File: src/rtl/ul4_arbiter_if.sv
// Bundle between two requesters, the arbiter and the shared 4-bit logic unit.
// master = requesters plus logic unit side; slave = the arbiter.
interface ul4_arbiter_if #(
  parameter int unsigned WIDTH = 4
);
  logic             req0;
  logic [WIDTH-1:0] a0;
  logic [WIDTH-1:0] b0;
  logic [1:0]       s0;
  logic             req1;
  logic [WIDTH-1:0] a1;
  logic [WIDTH-1:0] b1;
  logic [1:0]       s1;
  logic             ack0;
  logic             ack1;
  logic             busy;
  logic             done;
  logic             done_id;
  logic [WIDTH-1:0] res;
  logic [WIDTH-1:0] ul_a;
  logic [WIDTH-1:0] ul_b;
  logic [1:0]       ul_s;
  logic [WIDTH-1:0] ul_out;

  modport master (
    output req0, a0, b0, s0, req1, a1, b1, s1, ul_out,
    input  ack0, ack1, busy, done, done_id, res, ul_a, ul_b, ul_s
  );

  modport slave (
    input  req0, a0, b0, s0, req1, a1, b1, s1, ul_out,
    output ack0, ack1, busy, done, done_id, res, ul_a, ul_b, ul_s
  );
endinterface

File: src/rtl/ul4_arbiter.sv
// Round-robin sharing of one combinational logic unit between two requesters.
// Latches the winner's operands, waits RES_LAT cycles, then registers the unit's output.
module ul4_arbiter #(
  parameter int unsigned WIDTH   = 4,
  parameter int unsigned RES_LAT = 1
) (
  input logic           clk,
  input logic           rst_n,
  ul4_arbiter_if.slave  bus
);

  if (RES_LAT < 1 || RES_LAT > 15) begin : g_bad_res_lat
    $error("ul4_arbiter: RES_LAT must be within 1..15");
  end

  typedef enum logic [1:0] {StIdle, StExec, StDone} state_e;

  state_e     state_q;
  logic       prio_q;
  logic       owner_q;
  logic [3:0] cnt_q;
  logic       grant1;

  // Requester 1 wins when it is alone or when both ask and it holds priority.
  always_comb begin
    grant1 = bus.req1 & (~bus.req0 | prio_q);
  end

  always_ff @(posedge clk or negedge rst_n) begin
    if (!rst_n) begin
      state_q     <= StIdle;
      prio_q      <= 1'b0;
      owner_q     <= 1'b0;
      cnt_q       <= 4'd0;
      bus.ack0    <= 1'b0;
      bus.ack1    <= 1'b0;
      bus.busy    <= 1'b0;
      bus.done    <= 1'b0;
      bus.done_id <= 1'b0;
      bus.res     <= '0;
      bus.ul_a    <= '0;
      bus.ul_b    <= '0;
      bus.ul_s    <= 2'b00;
    end else begin
      bus.ack0 <= 1'b0;
      bus.ack1 <= 1'b0;
      bus.done <= 1'b0;
      unique case (state_q)
        StIdle: begin
          if (bus.req0 || bus.req1) begin
            if (grant1) begin
              bus.ul_a <= bus.a1;
              bus.ul_b <= bus.b1;
              bus.ul_s <= bus.s1;
              bus.ack1 <= 1'b1;
            end else begin
              bus.ul_a <= bus.a0;
              bus.ul_b <= bus.b0;
              bus.ul_s <= bus.s0;
              bus.ack0 <= 1'b1;
            end
            owner_q  <= grant1;
            prio_q   <= ~grant1;
            cnt_q    <= 4'(RES_LAT);
            bus.busy <= 1'b1;
            state_q  <= StExec;
          end
        end
        StExec: begin
          if (cnt_q == 4'd1) begin
            bus.res     <= bus.ul_out[WIDTH-1:0];
            bus.done    <= 1'b1;
            bus.done_id <= owner_q;
            state_q     <= StDone;
          end else begin
            cnt_q <= cnt_q - 4'd1;
          end
        end
        StDone: begin
          bus.busy <= 1'b0;
          state_q  <= StIdle;
        end
        default: state_q <= StIdle;
      endcase
    end
  end

endmodule

File: src/flat_wrapper.sv
// flat-port wrapper written by rule: the top's interface ports become plain ports
module ul4_arbiter_flat 
#(
  parameter int unsigned WIDTH   = 4,
  parameter int unsigned RES_LAT = 1
)
  (clk, rst_n, bus_req0, bus_a0, bus_b0, bus_s0, bus_req1, bus_a1, bus_b1, bus_s1, bus_ul_out, bus_ack0, bus_ack1, bus_busy, bus_done, bus_done_id, bus_res, bus_ul_a, bus_ul_b, bus_ul_s);
  ul4_arbiter_if #(.WIDTH(WIDTH)) bus_i ();
  input logic clk;
  input logic rst_n;
  input wire logic [$bits(bus_i.req0)-1:0] bus_req0;
  input wire logic [$bits(bus_i.a0)-1:0] bus_a0;
  input wire logic [$bits(bus_i.b0)-1:0] bus_b0;
  input wire logic [$bits(bus_i.s0)-1:0] bus_s0;
  input wire logic [$bits(bus_i.req1)-1:0] bus_req1;
  input wire logic [$bits(bus_i.a1)-1:0] bus_a1;
  input wire logic [$bits(bus_i.b1)-1:0] bus_b1;
  input wire logic [$bits(bus_i.s1)-1:0] bus_s1;
  input wire logic [$bits(bus_i.ul_out)-1:0] bus_ul_out;
  output wire logic [$bits(bus_i.ack0)-1:0] bus_ack0;
  output wire logic [$bits(bus_i.ack1)-1:0] bus_ack1;
  output wire logic [$bits(bus_i.busy)-1:0] bus_busy;
  output wire logic [$bits(bus_i.done)-1:0] bus_done;
  output wire logic [$bits(bus_i.done_id)-1:0] bus_done_id;
  output wire logic [$bits(bus_i.res)-1:0] bus_res;
  output wire logic [$bits(bus_i.ul_a)-1:0] bus_ul_a;
  output wire logic [$bits(bus_i.ul_b)-1:0] bus_ul_b;
  output wire logic [$bits(bus_i.ul_s)-1:0] bus_ul_s;
  assign bus_i.req0 = bus_req0;
  assign bus_i.a0 = bus_a0;
  assign bus_i.b0 = bus_b0;
  assign bus_i.s0 = bus_s0;
  assign bus_i.req1 = bus_req1;
  assign bus_i.a1 = bus_a1;
  assign bus_i.b1 = bus_b1;
  assign bus_i.s1 = bus_s1;
  assign bus_i.ul_out = bus_ul_out;
  assign bus_ack0 = bus_i.ack0;
  assign bus_ack1 = bus_i.ack1;
  assign bus_busy = bus_i.busy;
  assign bus_done = bus_i.done;
  assign bus_done_id = bus_i.done_id;
  assign bus_res = bus_i.res;
  assign bus_ul_a = bus_i.ul_a;
  assign bus_ul_b = bus_i.ul_b;
  assign bus_ul_s = bus_i.ul_s;
  ul4_arbiter #(.WIDTH(WIDTH), .RES_LAT(RES_LAT)) u_core (.clk(clk), .rst_n(rst_n), .bus(bus_i));
endmodule
File: config.mk
export PLATFORM = sky130hd
export DESIGN_NAME = ul4_arbiter_flat
export DESIGN_NICKNAME = d
export VERILOG_FILES = /design/src/rtl/ul4_arbiter_if.sv /design/src/rtl/ul4_arbiter.sv /design/src/flat_wrapper.sv
export SDC_FILE = /design/constraint.sdc
export NUM_CORES = 1
export LEC_CHECK = 0
export ABC_AREA = 1
export CAP_MARGIN = 20
export CORE_MARGIN = 2
export CORE_UTILIZATION = 45
export CTS_CLUSTER_DIAMETER = 40
export DETAILED_ROUTE_END_ITERATION = 7
export GPL_TIMING_DRIVEN = 0
export PLACE_DENSITY = 0.9
export SLEW_MARGIN = 10
export SYNTH_ARGS = -nofsm -noshare
export SYNTH_HDL_FRONTEND = slang
export SYNTH_SLANG_ARGS = --single-unit
export TNS_END_PERCENT = 10
File: constraint.sdc
create_clock -name clk -period 2.04 [get_ports clk]
set_clock_uncertainty 0.2 [all_clocks]
set_input_delay 0.204 -clock clk [delete_from_list [all_inputs] [get_ports clk]]
set_output_delay 0.204 -clock clk [all_outputs]
set_load 0.05 [all_outputs]
== Word-level counts from Yosys, hierarchy flattened ==
Index checks and enable logic that the tools add are counted.

* Equality and inequality tests: 6
* Bitwise operators: 4
* Reductions and logical operators: 9
* $add $sub $neg: 1
* Mux-type cells: 19

{| class="wikitable"
|+ Operator list
! cell !! count
|-
| $mux W4 || 4
|-
| $mux W1 || 9
|-
| $pmux W4 S2 || 1
|-
| $reduce_and A2 Y1 || 4
|-
| $mux W2 || 3
|-
| $eq A4 B1 Y1 const B || 1
|-
| $ne A2 B1 Y1 const B || 2
|-
| $pmux W2 S2 || 1
|-
| $reduce_bool A2 Y1 || 2
|-
| $sub A4 B1 Y4 const B || 1
|-
| $reduce_and A3 Y1 || 1
|-
| $eq A2 B1 Y1 const B || 1
|-
| $eq A2 B2 Y1 const B || 1
|-
| $logic_not A2 Y1 || 1
|-
| $ne A2 B2 Y1 const B || 1
|-
| $not A1 Y1 || 2
|-
| $pmux W1 S2 || 1
|-
| $and A1 B1 Y1 || 1
|-
| $logic_or A1 B1 Y1 || 1
|-
| $or A1 B1 Y1 || 1
|}

* Output and inout port bits: 19
* Bits in registers: 27
* Input port bits: 28
* Logic and storage cells: 52

== Depth between registers and ports, before layout ==
* Word-level depth: 6
* Mapped depth: 8
* Depth with buffers taken out: 8

== Worst setup path before layout ==
No wires, ideal clock.

* Path type: flip-flop to flip-flop
* From: reg u_core.cnt_q[1]
* To: reg u_core.cnt_q[0]
* Period minus slack after synthesis: 1.359 ns
* Stages on the path, launching flop included: 8
* Buffers on the path: 0
* Path slack: 0.681 ns
* Arrival time: 1.033 ns
* Required time: 1.715 ns
* Cell sequence: dfrtp_1 inv_1 ha_1 nand2_2 nand2_2 nand2_2 o21ai_0 o21ai_1

* Cells in the longest elaborated chain, start to end: 3

{| class="wikitable"
|+ Ends and longest elaborated chain
! element !! RTL line !! RTL
|-
| start: declaration || ul4_arbiter.sv:21 || <nowiki>logic [3:0] cnt_q;</nowiki>
|-
| start signal: assignment || ul4_arbiter.sv:64 || <nowiki>cnt_q <= 4'(RES_LAT);</nowiki>
|-
| start signal: assignment || ul4_arbiter.sv:76 || <nowiki>cnt_q <= cnt_q - 4'd1;</nowiki>
|-
| $eq A4 B1 Y1 || ul4_arbiter.sv:70 || <nowiki>if (cnt_q == 4'd1) begin</nowiki>
|-
| $ne A2 B2 Y1 (no line) || -- ||
|-
| $reduce_and A3 Y1 (no line) || -- ||
|}

No other way between the ends.
A chain may end at the register's enable or synchronous reset.

== Worst setup path in the final report ==
* From: reg u_core.bus.res[0]
* To: out bus_res[0]

{| class="wikitable"
|+ RTL lines
! element !! RTL line !! RTL
|-
| start: declaration || ul4_arbiter_if.sv:32 || <nowiki>output ack0, ack1, busy, done, done_id, res, ul_a, ul_b, ul_s</nowiki>
|-
| start signal: assignment || ul4_arbiter.sv:71 || <nowiki>bus.res <= bus.ul_out[WIDTH-1:0];</nowiki>
|-
| end: declaration || flat_wrapper.sv:25 || <nowiki>output wire logic [$bits(bus_i.res)-1:0] bus_res;</nowiki>
|}

No word-level cell between the ends.

==> metrics.md <==
| Metric | Value |
|---|---|
| Power Density | 1798 nW/um^2 |
| Drt wl/cell | 14.80 um |
| Syn avg cell area | 8.930 sq um |
| Critical Path, Cell by Cell | clkdlybuf4s50_1 |
| Post-CTS Resized | 0 |
| Most used routing layer in global routing | met2 |
| Reg2Reg Setup Slack | 0.44 ns |
| Net switching power | 1.597 mW |
| Nets | 213 |
| Fill cells | 182 |
| Clock Tree Root | clkbuf_4 |
| Worst setup SP type | flop |
| Fraction of registers with async set/reset | 100.0% |
| Internal power | 1.483 mW |
| Synth top area share | 57.75% |
| Post-Syn Area | 1170 sq um |
| Number of flops mapped to enable cells by yosys | 0 |
| Arrival @ worst endpoint | 1.55 ns |
| Max-cap viol count | 0 |
| Die area | 3023 sq um |
| Clock period minus worst slack | 1.954 ns |
| Area contributors post-synth | dfrtp_1, nand2_1, a21oi_1, nor2_1, o21ai_0 |
| Area Growth Syn to Fin | 46.42% |
| Rows | 18 |
| Final ANT Viol Nets | 0 |
| Top Ports | 47 |
| Maximum fanout along the worst path | 2 |
| Vias | 1107 |
| Crit Reg-Reg Startpoint | u_core.cnt_q[1]$_DFFE_PN0P_ |
| Sw frac | 51.85% |
| Synth top cells by count | nand2_1, dfrtp_1, a21oi_1, nor2_1 |
| Hold Crit Class | in -> async |
| Vias per cell | 5.222 |
| First-pass GRT wire length | 4664 um |
| Global route overflow | 0 |
| H-tree Lvls | 1 |
| Post-Syn Instances | 131 |
| GR Util met3 | 1.882% |
| Drt first pass iters | 4 |
| GP Congestion | 0.8006 |
| Fmax | 0.5119 GHz |
| Slew headroom | 56.37% |
| Number of synthesis warnings | 0 |
| RSZ-0062 raised after global routing | no |
| GR Util met2 | 41.07% |
| Initial Util | 47.22% |
| Leading area contributor after synthesis | dfrtp_1 |
| TritonCTS Buffers | 3 |
| Largest net degree at the start of global routing | 17 |
| Setup violators final | 0 |
| Final period utilization | 95.76% |
| Seq/Total Area, Yosys | 57.75% |
| Worst-Margin Slew | 0.6523 ns |
| Port bufs | 46 |
| Post-synth cell types | 19 |
| Reg-to-reg endpoint | u_core.cnt_q[0]$_DFFE_PN0P_ |
| WL final | 3138 um |
| Setup TNS | 0 ns |
| Main synth FF type | dfrtp_1 |
| Buffers & Inverters on Critical Path | 1 |
| Max incr delay on CP | 0.83 ns |
| Drt drc | 0 |
| CTS tree | built |
| Clk Latency, worst-skew pair | 0.33 ns |
| Clock power frac | 7.8% |
| Clock slew seen by the registers of the worst setup and hold paths | 0.15 ns |
| CP top delay family | buffers and inverters |
| Setup crit end kind | primary output |
| Req. time, crit path | 1.64 ns |
| Overall routing resource usage | 22.37% |
| Post-cts hold buffer count | 0 |
| Chip width | 54.99 um |
| Number of setup buffers added after CTS | 0 |
| Core Region | 2477 sq um |
| FF+latch count, synth | 27 |
| R2R depth | 7 |
| Antenna violations before repair | 0 |
| GRT met1 Usage | 25.26% |
| Leakage | 0.7857 nW |
| Clk sink count | 27 |
| Clock buffer depth | 2 |
| Setup ws final | 0.08648 ns |
| Most common cell in the synthesized netlist | nand2_1 |
| Maximum VDD drop | 0.001065 V |
| Max-slew violation count | 0 |
| HPWL Detailed | 2391 um |
| Vias in the first global route | 1084 |
| Register share of total power | 30.0% |
| Hold Vio Cnt, Final | 0 |
| Iteration-0 DRC Markers | 30 |
| Share of layout cells above drive strength 1 | 9.890% |
| Net Count, Synth | 161 |
| Pre-CTS setup slack | 0.3603 ns |
| Status | complete, no violations |
| Combinational share of power | 62.2% |
| ANT cells | 0 |
| Critical Path Slowest Stage Cell | clkdlybuf4s50_1 |
| Type of the worst setup path | reg -> out |
| Chip height | 54.99 um |
how the worst max path moves through the flow:
stage,startpoint,end,slack [ns],depth (start not counted)
floorplan,u_core.cnt_q[1]$_DFFE_PN0P_,u_core.cnt_q[0]$_DFFE_PN0P_,0.68,7
global placement,rst_n,u_core.bus.ul_b[2]$_DFFE_PN0P_,0.24,1
detailed placement,bus_req0,u_core.bus.ul_b[1]$_DFFE_PN0P_,0.36,5
CTS,u_core.bus.res[0]$_DFFE_PN0P_,bus_res[0],0.09,1
global route,u_core.bus.res[0]$_DFFE_PN0P_,bus_res[0],0.06,1
finish,u_core.bus.res[0]$_DFFE_PN0P_,bus_res[0],0.09,1
flip-flops by register name, summed over array words and instances, names as in the netlist:
signal and cells:
u_core.bus.ack1 1, u_core.cnt_q 4, u_core.state_q 2, u_core.bus.done_id 1
u_core.bus.ul_s 2, u_core.bus.ul_b 4, u_core.bus.res 4, u_core.owner_q 1
u_core.bus.ack0 1, u_core.prio_q 1, u_core.bus.ul_a 4, u_core.bus.done 1
u_core.bus.busy 1
cells in the final DEF (no fill, tap or decap):
master           netlist  routed
inv_2                  3       3
buf_6                  1       1
nor2_4                 1       1
buf_4                  1       1
nand2_2                4       4
clkinvlp_4             0       1
clkbuf_4               0       3
nand3_1                6       6
o21ai_2                1       1
ha_1                   2       2
a21oi_1               16      16
inv_1                  7       7
o21ai_0                7       7
nor2_2                 1       1
o21ai_1                4       4
buf_2                  1       1
nor2_1                15      15
dfrtp_1               27      27
nand4_1                1       1
clkdlybuf4s50_1        0      46
xor2_1                 1       1
buf_8                  0       1
nand2_1               32      32
power by group through the flow:
stage	combinational [mW]	clock (mW)	sequential, mW
after CTS	1.92	0.239	0.921
after detailed placement	1.91	0	0.932
final	1.91	0.242	0.924
after floorplan	0.673	0	1.53
after global routing	2.05	0.261	0.944
after global placement	1.83	0	0.917
stage by stage:
stage	util, %	cells	power, mW	hold slack (ns)	instance area [sq um]
3_5_place_dp	67.93	208	2.837	0.2704	1683
2_1_floorplan	-	131	2.204	-0.2916	1170
4_1_cts	69.14	212	3.080	0.06475	1713
6_report	69.14	212	3.081	0.05010	1713
5_1_grt	69.14	212	3.252	0.09288	1713
3_3_place_gp	67.32	207	2.747	0.2667	1668
cell families after synthesis:
kind of cell,synth area share (%)
buffers and inverters,5.241
adder cells (fa/ha/maj),2.139
AO/OA/AOI/OAI,12.30
flip-flops,57.75
XOR/XNOR,0.7488
AND/OR/NAND/NOR,21.82
layer usage:
layer	wire [um]	vias to the layer above
met3	101	8
met1	1214	540
li1	-	526
met5	0	-
met2	1742	33
met4	79	0
cell type report:
type                            instances  area [sq um]  area share [%]
Inverter                               10         37.54           2.191
Clock buffer                            3         22.52           1.315
Tap cell                               30         37.54           2.191
Timing Repair Buffer                   47         475.5           27.76
Buffer                                  3         23.77           1.388
Clock inverter                          1         7.507          0.4383
Multi-Input combinational cell         91         432.9           25.27
Sequential cell                        27         675.6           39.44
(Power assumes the default switching activity.)
